==> config.mk <==
export PLATFORM = sky130hd
export DESIGN_NAME = shift_seq_unit
export DESIGN_NICKNAME = d
export VERILOG_FILES = /design/src/rtl/shift_seq_unit_pkg.sv /design/src/rtl/shift_seq_unit_step.sv /design/src/rtl/shift_seq_unit.sv
export SDC_FILE = /design/constraint.sdc
export NUM_CORES = 1
export LEC_CHECK = 0
export ABC_AREA = 0
export CAP_MARGIN = 20
export CORE_MARGIN = 3
export CORE_UTILIZATION = 44
export CTS_BUF_LIST = sky130_fd_sc_hd__clkbuf_4
export CTS_CLUSTER_DIAMETER = 40
export DETAILED_ROUTE_END_ITERATION = 10
export PLACE_DENSITY = 0.88
export SLEW_MARGIN = 20
export SYNTH_ARGS = -nofsm -noshare
export SYNTH_HDL_FRONTEND = slang
export SYNTH_SLANG_ARGS = --single-unit
==> constraint.sdc <==
create_clock -name clk -period 1.4 [get_ports clk]
set_input_delay 0.42 -clock clk [delete_from_list [all_inputs] [get_ports clk]]
set_output_delay 0.42 -clock clk [all_outputs]
set_load 0.01 [all_outputs]
==> src/rtl/shift_seq_unit_pkg.sv <==
// Shared ALU shifter definitions: operation encodings and the sequential shifter FSM states.
// The op codes are common to the combinational shifter and the ALU decoder.
package shift_seq_unit_pkg;

    localparam int SHIFT_WIDTH = 8;
    localparam int SHIFT_AMT_W = 3;

    typedef enum logic [1:0] {
        SH_LSL = 2'b00,
        SH_LSR = 2'b01,
        SH_ASR = 2'b10,
        SH_ROL = 2'b11
    } shift_op_e;

    typedef enum logic [1:0] {
        ST_IDLE  = 2'b00,
        ST_SHIFT = 2'b01,
        ST_DONE  = 2'b10
    } shift_state_e;

endpackage

==> src/rtl/shift_seq_unit_step.sv <==
// Combinational one-bit shift step: next data word and the bit that leaves it.
// Matches the combinational shifter with an amount of 1.
module shift_step
    import shift_seq_unit_pkg::*;
#(
    parameter int WIDTH = SHIFT_WIDTH
) (
    input  logic [WIDTH-1:0] d_i,
    input  shift_op_e        op_i,
    output logic [WIDTH-1:0] d_next_o,
    output logic             carry_o
);

    always_comb begin
        d_next_o = d_i;
        carry_o  = 1'b0;
        unique case (op_i)
            SH_LSL: begin
                d_next_o = {d_i[WIDTH-2:0], 1'b0};
                carry_o  = d_i[WIDTH-1];
            end
            SH_LSR: begin
                d_next_o = {1'b0, d_i[WIDTH-1:1]};
                carry_o  = d_i[0];
            end
            SH_ASR: begin
                d_next_o = {d_i[WIDTH-1], d_i[WIDTH-1:1]};
                carry_o  = d_i[0];
            end
            SH_ROL: begin
                d_next_o = {d_i[WIDTH-2:0], d_i[WIDTH-1]};
                carry_o  = d_i[WIDTH-1];
            end
            default: begin
                d_next_o = d_i;
                carry_o  = 1'b0;
            end
        endcase
    end

endmodule

==> src/rtl/shift_seq_unit.sv <==
// Multi-cycle shifter: captures an operand on start, shifts one bit per clock,
// then pulses done for one cycle with the result and last bit shifted out.
module shift_seq_unit
    import shift_seq_unit_pkg::*;
#(
    parameter int WIDTH = SHIFT_WIDTH,
    parameter int AMT_W = SHIFT_AMT_W
) (
    input  logic             clk,
    input  logic             rst,
    input  logic             start,
    input  logic [WIDTH-1:0] A,
    input  logic [1:0]       shift_Sel,
    input  logic [AMT_W-1:0] amt,
    output logic             busy,
    output logic             done,
    output logic [WIDTH-1:0] shifter_Out,
    output logic             carry_out
);

    shift_state_e     state_q, state_d;
    logic [WIDTH-1:0] data_q, data_d;
    shift_op_e        op_q, op_d;
    logic [AMT_W-1:0] cnt_q, cnt_d;
    logic             carry_q, carry_d;

    logic [WIDTH-1:0] stepData;
    logic             stepCarry;

    shift_step #(.WIDTH(WIDTH)) u_step (
        .d_i      (data_q),
        .op_i     (op_q),
        .d_next_o (stepData),
        .carry_o  (stepCarry)
    );

    always_ff @(posedge clk or posedge rst) begin
        if (rst) begin
            state_q <= ST_IDLE;
            data_q  <= '0;
            op_q    <= SH_LSL;
            cnt_q   <= '0;
            carry_q <= 1'b0;
        end else begin
            state_q <= state_d;
            data_q  <= data_d;
            op_q    <= op_d;
            cnt_q   <= cnt_d;
            carry_q <= carry_d;
        end
    end

    always_comb begin
        state_d = state_q;
        data_d  = data_q;
        op_d    = op_q;
        cnt_d   = cnt_q;
        carry_d = carry_q;
        unique case (state_q)
            ST_IDLE: begin
                if (start) begin
                    data_d  = A;
                    op_d    = shift_op_e'(shift_Sel);
                    cnt_d   = amt;
                    carry_d = 1'b0;
                    state_d = (amt != '0) ? ST_SHIFT : ST_DONE;
                end
            end
            ST_SHIFT: begin
                // The edge that applies the last shift also moves to DONE.
                data_d  = stepData;
                carry_d = stepCarry;
                cnt_d   = cnt_q - AMT_W'(1);
                if (cnt_q == AMT_W'(1)) begin
                    state_d = ST_DONE;
                end
            end
            ST_DONE: begin
                state_d = ST_IDLE;
            end
            default: begin
                state_d = ST_IDLE;
            end
        endcase
    end

    assign busy        = (state_q != ST_IDLE);
    assign done        = (state_q == ST_DONE);
    assign shifter_Out = data_q;
    assign carry_out   = carry_q;

endmodule

==> flow_summary_export.csv, run 1 <==
group,metric,value,unit
cts,cts_buffers,3,
cells_and_area,layout_common_cells,"23 x buf_4, 14 x dfrtp_1, 14 x clkdlybuf4s50_1",
worst_setup_path,start_kind,"register",
timing,max_slew.worst_pin.slew,0.351,ns
synth,synth_xor_area_frac,0.00941,
timing,tns,-1.04,ns
cells_and_area,multi_input_area,584,sq um
cells_and_area,drive_gt1_frac,0.400,
timing,rsz0062_at_grt,"true",
cts,cts_buffer_depth,2,
global_routing,first_global_vias,984,
timing,period_minus_slack,1.53,ns
detailed_routing,vias,956,
worst_setup_path,cp.required,1.58,ns
cts,insertion_delay,0.30,ns
pwr,ir_drop,1.54,mV
worst_setup_path,crit_family,"simple AND/OR/NAND/NOR gates",
worst_setup_path,path_max_fanout,7,
synth,synth_compound_area_frac,0.257,
detailed_routing,wl_per_cell,17.0,microns
floorplan,num_rows,16,
cells_and_area,seq_area,403,sq um
global_routing,antenna_found_initial,0,
synth,synthCells,92,
cells_and_area,final_common_cell,"buf_4",
timing,period_share,1.10,
cells_and_area,n_fill_cell,114,
timing,finClkSkew,0.00665,ns
worst_setup_path,cp_num_buf_inv,2,
worst_setup_path,crit_type,"reg -> reg",
detailed_routing,ant_nets,0,
global_routing,globalRouteTotalUtil,0.225,
pwr,total_power,3.83,mW
cts,root_buffer,"clkbuf_4",
floorplan,initial_core_util,0.470,
detailed_routing,drt-initial-drc-count,8,
worst_setup_path,arrival,1.72,ns
global_routing,grt_pass1_wl,4490,microns
cells_and_area,num-nets-final,169,
synth,syn_area,931,sq um
cts,cts_tree,"done",
timing,slew_headroom,0.764,
worst_setup_path,slowest_stage,"or3b_4",
run_status,status,"finished, violations left",
timing,setup_viol,12,
timing,drv_slew,0,
floorplan,core_area,1980,sq um
detailed_routing,drt_pass1_iterations,4,
cts,clk_pin_slew,0.09,ns
synth,synthAdderAreaFrac,0.0806,
placed_design,io_buffers,26,
placed_design,placed_cell_area,1320,sq um
floorplan,die_y,52.0,microns
detailed_routing,viasPerCell,5.56,
detailed_routing,drc,0,
synth,synthMuxAreaShare,0.0349,
cts,cts-htree-levels,1,
synth,synth_top_family_by_area,"compound AO/OA/AOI/OAI gates",
global_routing,grt_max_degree,17,
cts,ctsHoldBuffers,0,
placed_design,dp_hpwl,1730,microns
worst_setup_path,max_stage_delay,0.43,ns
synth,syn_nets,114,
cells_and_area,antennaDiodeCount,0,
synth,yosys.area_share.simple,0.128,
cells_and_area,instances_no_fill,172,
floorplan,io_pins,27,
synth,postSynthAreaPerCell,10.1,sq um
floorplan,die_x,52.0,microns
floorplan,die_area,2700,sq um
detailed_routing,wl,2930,microns
cells_and_area,finalInstanceArea,1580,sq um
pwr,p_leak,0.711,nW
timing,whs,0.416,ns
worst_setup_path,crit_chain,"buf_6 > buf_8 > or3b_4 > mux2_4",
run_status,violations,"setup timing",
synth,synth_warnings,0,
global_routing,grt-ovfl-total,0,
timing,hold_viol,0,
timing,fin_ws,-0.135,ns
pwr,power.density,2430,nW/um^2
synth,ys_seq_area_frac,0.430,
synth,ys_ff_latch,16,
timing,fmax,651,MHz
min_path,hp-class,"in -> async",
cts,clock-sinks,16,
synth,synth_cell_types,32,
placed_design,globalplace.congestion,0.872,
worst_setup_path,cp-end-kind,"register",
run,max-cap-violations,0,
cells_and_area,area_delta_synth_final,69.2,%
placed_design,dp.cells,156,
## Yosys cell counts (all sizes together)
cell type / number / area share
dfrtp: 16 / 0.43
inv: 8 / 0.032
nor2: 7 / 0.028
ha: 6 / 0.081
o21ai: 5 / 0.027
o22ai: 5 / 0.034
a221oi: 4 / 0.038
clkbuf: 4 / 0.016
nand3: 3 / 0.016
a211o: 2 / 0.019
a21oi: 2 / 0.011
a221o: 2 / 0.022
mux2: 2 / 0.024
nand2: 2 / 0.0081
nand2b: 2 / 0.013
nand3b: 2 / 0.016
nor2b: 2 / 0.013
o21ba: 2 / 0.022
o21bai: 2 / 0.016
o311a: 2 / 0.022
a2bb2oi: 1 / 0.0094
buf: 1 / 0.012
mux2i: 1 / 0.011
nor3: 1 / 0.0054
o211ai: 1 / 0.0081
o221a: 1 / 0.012
o22a: 1 / 0.0094
o311ai: 1 / 0.0094
or2: 1 / 0.0067
or2b: 1 / 0.0081
or3b: 1 / 0.012
xor2: 1 / 0.0094
## metal layers
| metal | wire [microns] | part of all wire | global-route usage |
|---|---|---|---|
| met1 | 1120 | 0.38 | 0.252 |
| met2 | 1620 | 0.55 | 0.421 |
| met3 | 150 | 0.051 | 0.0401 |
| met4 | 38 | 0.013 | 0.0742 |
| met5 | 0 | 0 | 0 |
## worst register-to-register path, cell delays in order (launching register included)
cell	delay, ns
dfrtp_1	0.42
buf_6	0.14
buf_8	0.12
or3b_4	0.43
mux2_4	0.31
## metrics by stage
step                utilization  worst slack (ns)
floorplan                     -           -0.0916
global placement          0.668            -0.404
detailed placement        0.668            -0.455
CTS                       0.724            -0.190
global route              0.795            -0.173
finish                    0.795            -0.135
## report_power, final
group	internal, mW	total [mW]	switching (mW)
clock	0.100	0.252	0.151
sequential	0.710	0.883	0.172
combinational	1.50	2.70	1.19
## what timing repair did
action	in CTS	in global routing
endpoints found under the setup margin	26	25
cloned	1	1
resized for setup	36	20
hold endpoints to repair	0	0
pin swaps	7	3
setup buffers	2	10
## layout make-up
type                    count  share of cell area
clock buffers               3              0.0143
inverters                   8              0.0191
multi-input cells          64               0.371
flip-flops and latches     16               0.256
well taps                  27              0.0214
repair buffers             54               0.319
## kinds of logic after synthesis
kind of cell,count (synthesis)
AOI/OAI and AO/OA,31
and+or+nand+nor,22
DFF,16
buffers and inverters,13
adders and majority gates,6
muxes,3
xor gates and xnor gates,1
## final timing paths
path	from	endpoint	slack, ns	cells past startpoint
worst max-delay path	state_q[0]$_DFFE_PP0P_	op_q[0]$_DFFE_PP0P_	-0.13	4
worst min-delay path	rst	state_q[0]$_DFFE_PP0P_	0.42	3
worst max register to register	state_q[0]$_DFFE_PP0P_	op_q[0]$_DFFE_PP0P_	-0.13	4
worst min register to register	cnt_q[1]$_DFFE_PP0P_	cnt_q[1]$_DFFE_PP0P_	0.55	2
max in group asynchronous	rst	op_q[1]$_DFFE_PP0P_	0.77	3
min in group clk	start	cnt_q[0]$_DFFE_PP0P_	0.54	3
## sequential cells by signal, indices dropped and copies added, names as in the netlist
signal / count
op_q: 2
cnt_q: 3
carry_out: 1
shifter_Out: 8
state_q: 2
Note: power is estimated with default switching activity, not from simulation.
==> run 2: changes to the inputs <==
--- a/config.mk
+++ b/config.mk
@@ -7,10 +7,12 @@
 export LEC_CHECK = 0
 export ABC_AREA = 0
 export CAP_MARGIN = 20
+export CORE_ASPECT_RATIO = 1.2
 export CORE_MARGIN = 3
 export CORE_UTILIZATION = 44
 export CTS_BUF_LIST = sky130_fd_sc_hd__clkbuf_4
 export CTS_CLUSTER_DIAMETER = 40
+export CTS_CLUSTER_SIZE = 28
 export DETAILED_ROUTE_END_ITERATION = 10
 export PLACE_DENSITY = 0.88
 export SLEW_MARGIN = 20
==> run 2 against run 1 <==
Worst setup slack got worse by 0.043 ns. Critical path depth did not move. The run still ends with setup timing left. Global-route usage rose by 1.8 points. Critical endpoint is now busy. Largest cell class unchanged. Maximum frequency decreased by 2.7%. Non-clock buffer count rose by 2.
==> flow_summary_export.csv, run 2 (synthesis gave the netlist of run 1 again) <==
group,metric,value,unit
pwr,p_switching,1.67,mW
cts,cts_tree,"done",
cells_and_area,area_delta_synth_final,72.7,%
detailed_routing,vias,1007,
min_path,hp-class,"in -> async",
detailed_routing,drc,0,
cells_and_area,seq_area,402,sq um
pwr,p_clk_frac,0.069,
timing,finClkSkew,0.00340,ns
cts,clk_pin_slew,0.10,ns
floorplan,core_area,1910,sq um
global_routing,first_global_vias,1076,
cells_and_area,instances_no_fill,167,
placed_design,dp.cells,150,
worst_setup_path,max_stage_delay,0.44,ns
run_status,status,"finished, violations left",
global_routing,globalRouteTotalUtil,0.243,
floorplan,die_area,2710,sq um
timing,fmax,634,MHz
global_routing,grt_pass1_wl,4770,microns
cells_and_area,layout_common_cells,"22 x buf_4, 15 x dfrtp_1, 14 x clkdlybuf4s50_1",
cts,root_buffer,"clkbuf_4",
timing,period_share,1.13,
cts,cts_buffers,3,
cells_and_area,num-nets-final,171,
cells_and_area,n_fill_cell,104,
worst_setup_path,path_max_fanout,2,
worst_setup_path,crit_type,"reg -> out",
pwr,intPower,2.34,mW
pwr,ir_drop,1.59,mV
cells_and_area,largest_register_ffs,8,
floorplan,die_y,56.4,microns
run,max-cap-violations,0,
worst_setup_path,slowest_stage,"dfrtp_1",
worst_setup_path,arrival,1.16,ns
pwr,switching_share,0.417,
placed_design,io_buffers,26,
global_routing,grt_max_degree,17,
timing,drv_slew,0,
run_status,violations,"setup timing",
placed_design,dp_hpwl,1940,microns
pwr,p_leak,0.721,nW
worst_setup_path,start_kind,"register",
global_routing,grt-ovfl-total,0,
worst_setup_path,cp.required,0.98,ns
floorplan,num_rows,17,
floorplan,die_x,48.0,microns
worst_setup_path,crit_cells,4,
detailed_routing,wl_per_cell,19.8,microns
worst_setup_path,crit_chain,"buf_6 > nor2_4 > inv_1 > buf_2",
cells_and_area,multi_input_area,627,sq um
pwr,power.density,2500,nW/um^2
detailed_routing,drt-initial-drc-count,24,
cts,clock-sinks,16,
worst_setup_path,cp-end-kind,"output pin",
detailed_routing,drt_pass1_iterations,4,
timing,max_slew.worst_pin.slew,0.402,ns
pwr,p_comb_frac,0.705,
cells_and_area,final_common_cell,"buf_4",
timing,period_minus_slack,1.58,ns
detailed_routing,viasPerCell,6.03,
detailed_routing,ant_nets,0,
timing,setup_viol,14,
cells_and_area,antennaDiodeCount,0,
cts,insertion_delay,0.31,ns
pwr,p_seq_frac,0.226,
placed_design,globalplace.congestion,0.817,
worst_setup_path,crit_family,"flip-flops",
global_routing,antenna_found_initial,0,
detailed_routing,wl,3300,microns
timing,hold_viol,0,
cts,cts_buffer_depth,2,
floorplan,io_pins,27,
timing,fin_ws,-0.178,ns
cts,cts-htree-levels,1,
cells_and_area,drive_gt1_frac,0.459,
timing,slew_headroom,0.730,
timing,rsz0062_at_grt,"true",
timing,tns,-1.58,ns
worst_setup_path,worstRegToRegCells,4,
floorplan,initial_core_util,0.486,
worst_setup_path,cp_num_buf_inv,3,
run 2: cell types whose count changed in the layout (fill, tap and decap cells not counted), sizes merged:
cell / previous run / this run
clkinv: 0 / 1
dlygate4sd2: 3 / 1
clkbuf: 5 / 4
dlymetal6s2s: 1 / 0
clkdlybuf4s15: 6 / 8
buf: 28 / 32
run 2: worst reg2reg max path: stages (launching register included):
cell and delay (ns):
dfrtp_1 0.45, buf_6 0.15, buf_6 0.11, or3b_4 0.46, mux2_2 0.30
run 2: power by group through the flow:
| stage | registers [mW] | clock network (mW) | logic, mW |
|---|---|---|---|
| global placement | 0.866 | 0 | 2.00 |
| finish | 0.907 | 0.276 | 2.83 |
| detailed placement | 0.890 | 0 | 2.10 |
| global route | 0.925 | 0.306 | 3.04 |
| CTS | 0.878 | 0.255 | 2.46 |
| floorplan | 0.947 | 0 | 1.14 |
run 2: cell type report:
type	instances	share of cell area
well taps	19	0.0148
flip-flops and latches	16	0.250
clock buffers	3	0.0140
inverters	8	0.0187
repair buffers	56	0.311
clock inverters	1	0.00233
multi-input cells	64	0.390
run 2: metal layers:
layer / GRT usage / vias to the layer above / share of wire
met5: 0 / - / 0
li1: - / 453 / -
met1: 0.276 / 490 / 0.36
met3: 0.0417 / 13 / 0.056
met4: 0.0923 / 0 / 0.038
met2: 0.423 / 51 / 0.54
run 2: final timing paths:
check	from	slack (ns)	endpoint
worst max-delay path	state_q[0]$_DFFE_PP0P_	-0.18	busy
worst min-delay path	rst	0.42	shifter_Out[7]$_DFFE_PP0P_
worst max register to register	state_q[1]$_DFFE_PP0P_	-0.17	op_q[1]$_DFFE_PP0P_
worst min register to register	cnt_q[1]$_DFFE_PP0P_	0.55	cnt_q[1]$_DFFE_PP0P_
max in group asynchronous	rst	0.77	op_q[1]$_DFFE_PP0P_
min in group clk	cnt_q[1]$_DFFE_PP0P_	0.55	cnt_q[1]$_DFFE_PP0P_
run 2: what timing repair did:
item	4_1_cts	5_1_grt
pin swaps	10	7
setup endpoints to repair	25	26
cloned	1	0
resized for setup	47	25
hold buffers	0	0
buffers inserted	7	5
run 2: per-stage QoR:
step | cell area [sq um] | hold slack, ns | util | total power, mW | setup slack (ns)
5_1_grt | 1610 | 0.449 | 0.840 | 4.28 | -0.235
2_1_floorplan | 946 | 0.334 | - | 2.09 | -0.0916
4_1_cts | 1510 | 0.440 | 0.788 | 3.59 | -0.143
3_5_place_dp | 1330 | 0.498 | 0.694 | 2.99 | -0.440
3_3_place_gp | 1330 | 0.487 | 0.694 | 2.87 | -0.414
6_report | 1610 | 0.423 | 0.840 | 4.02 | -0.178
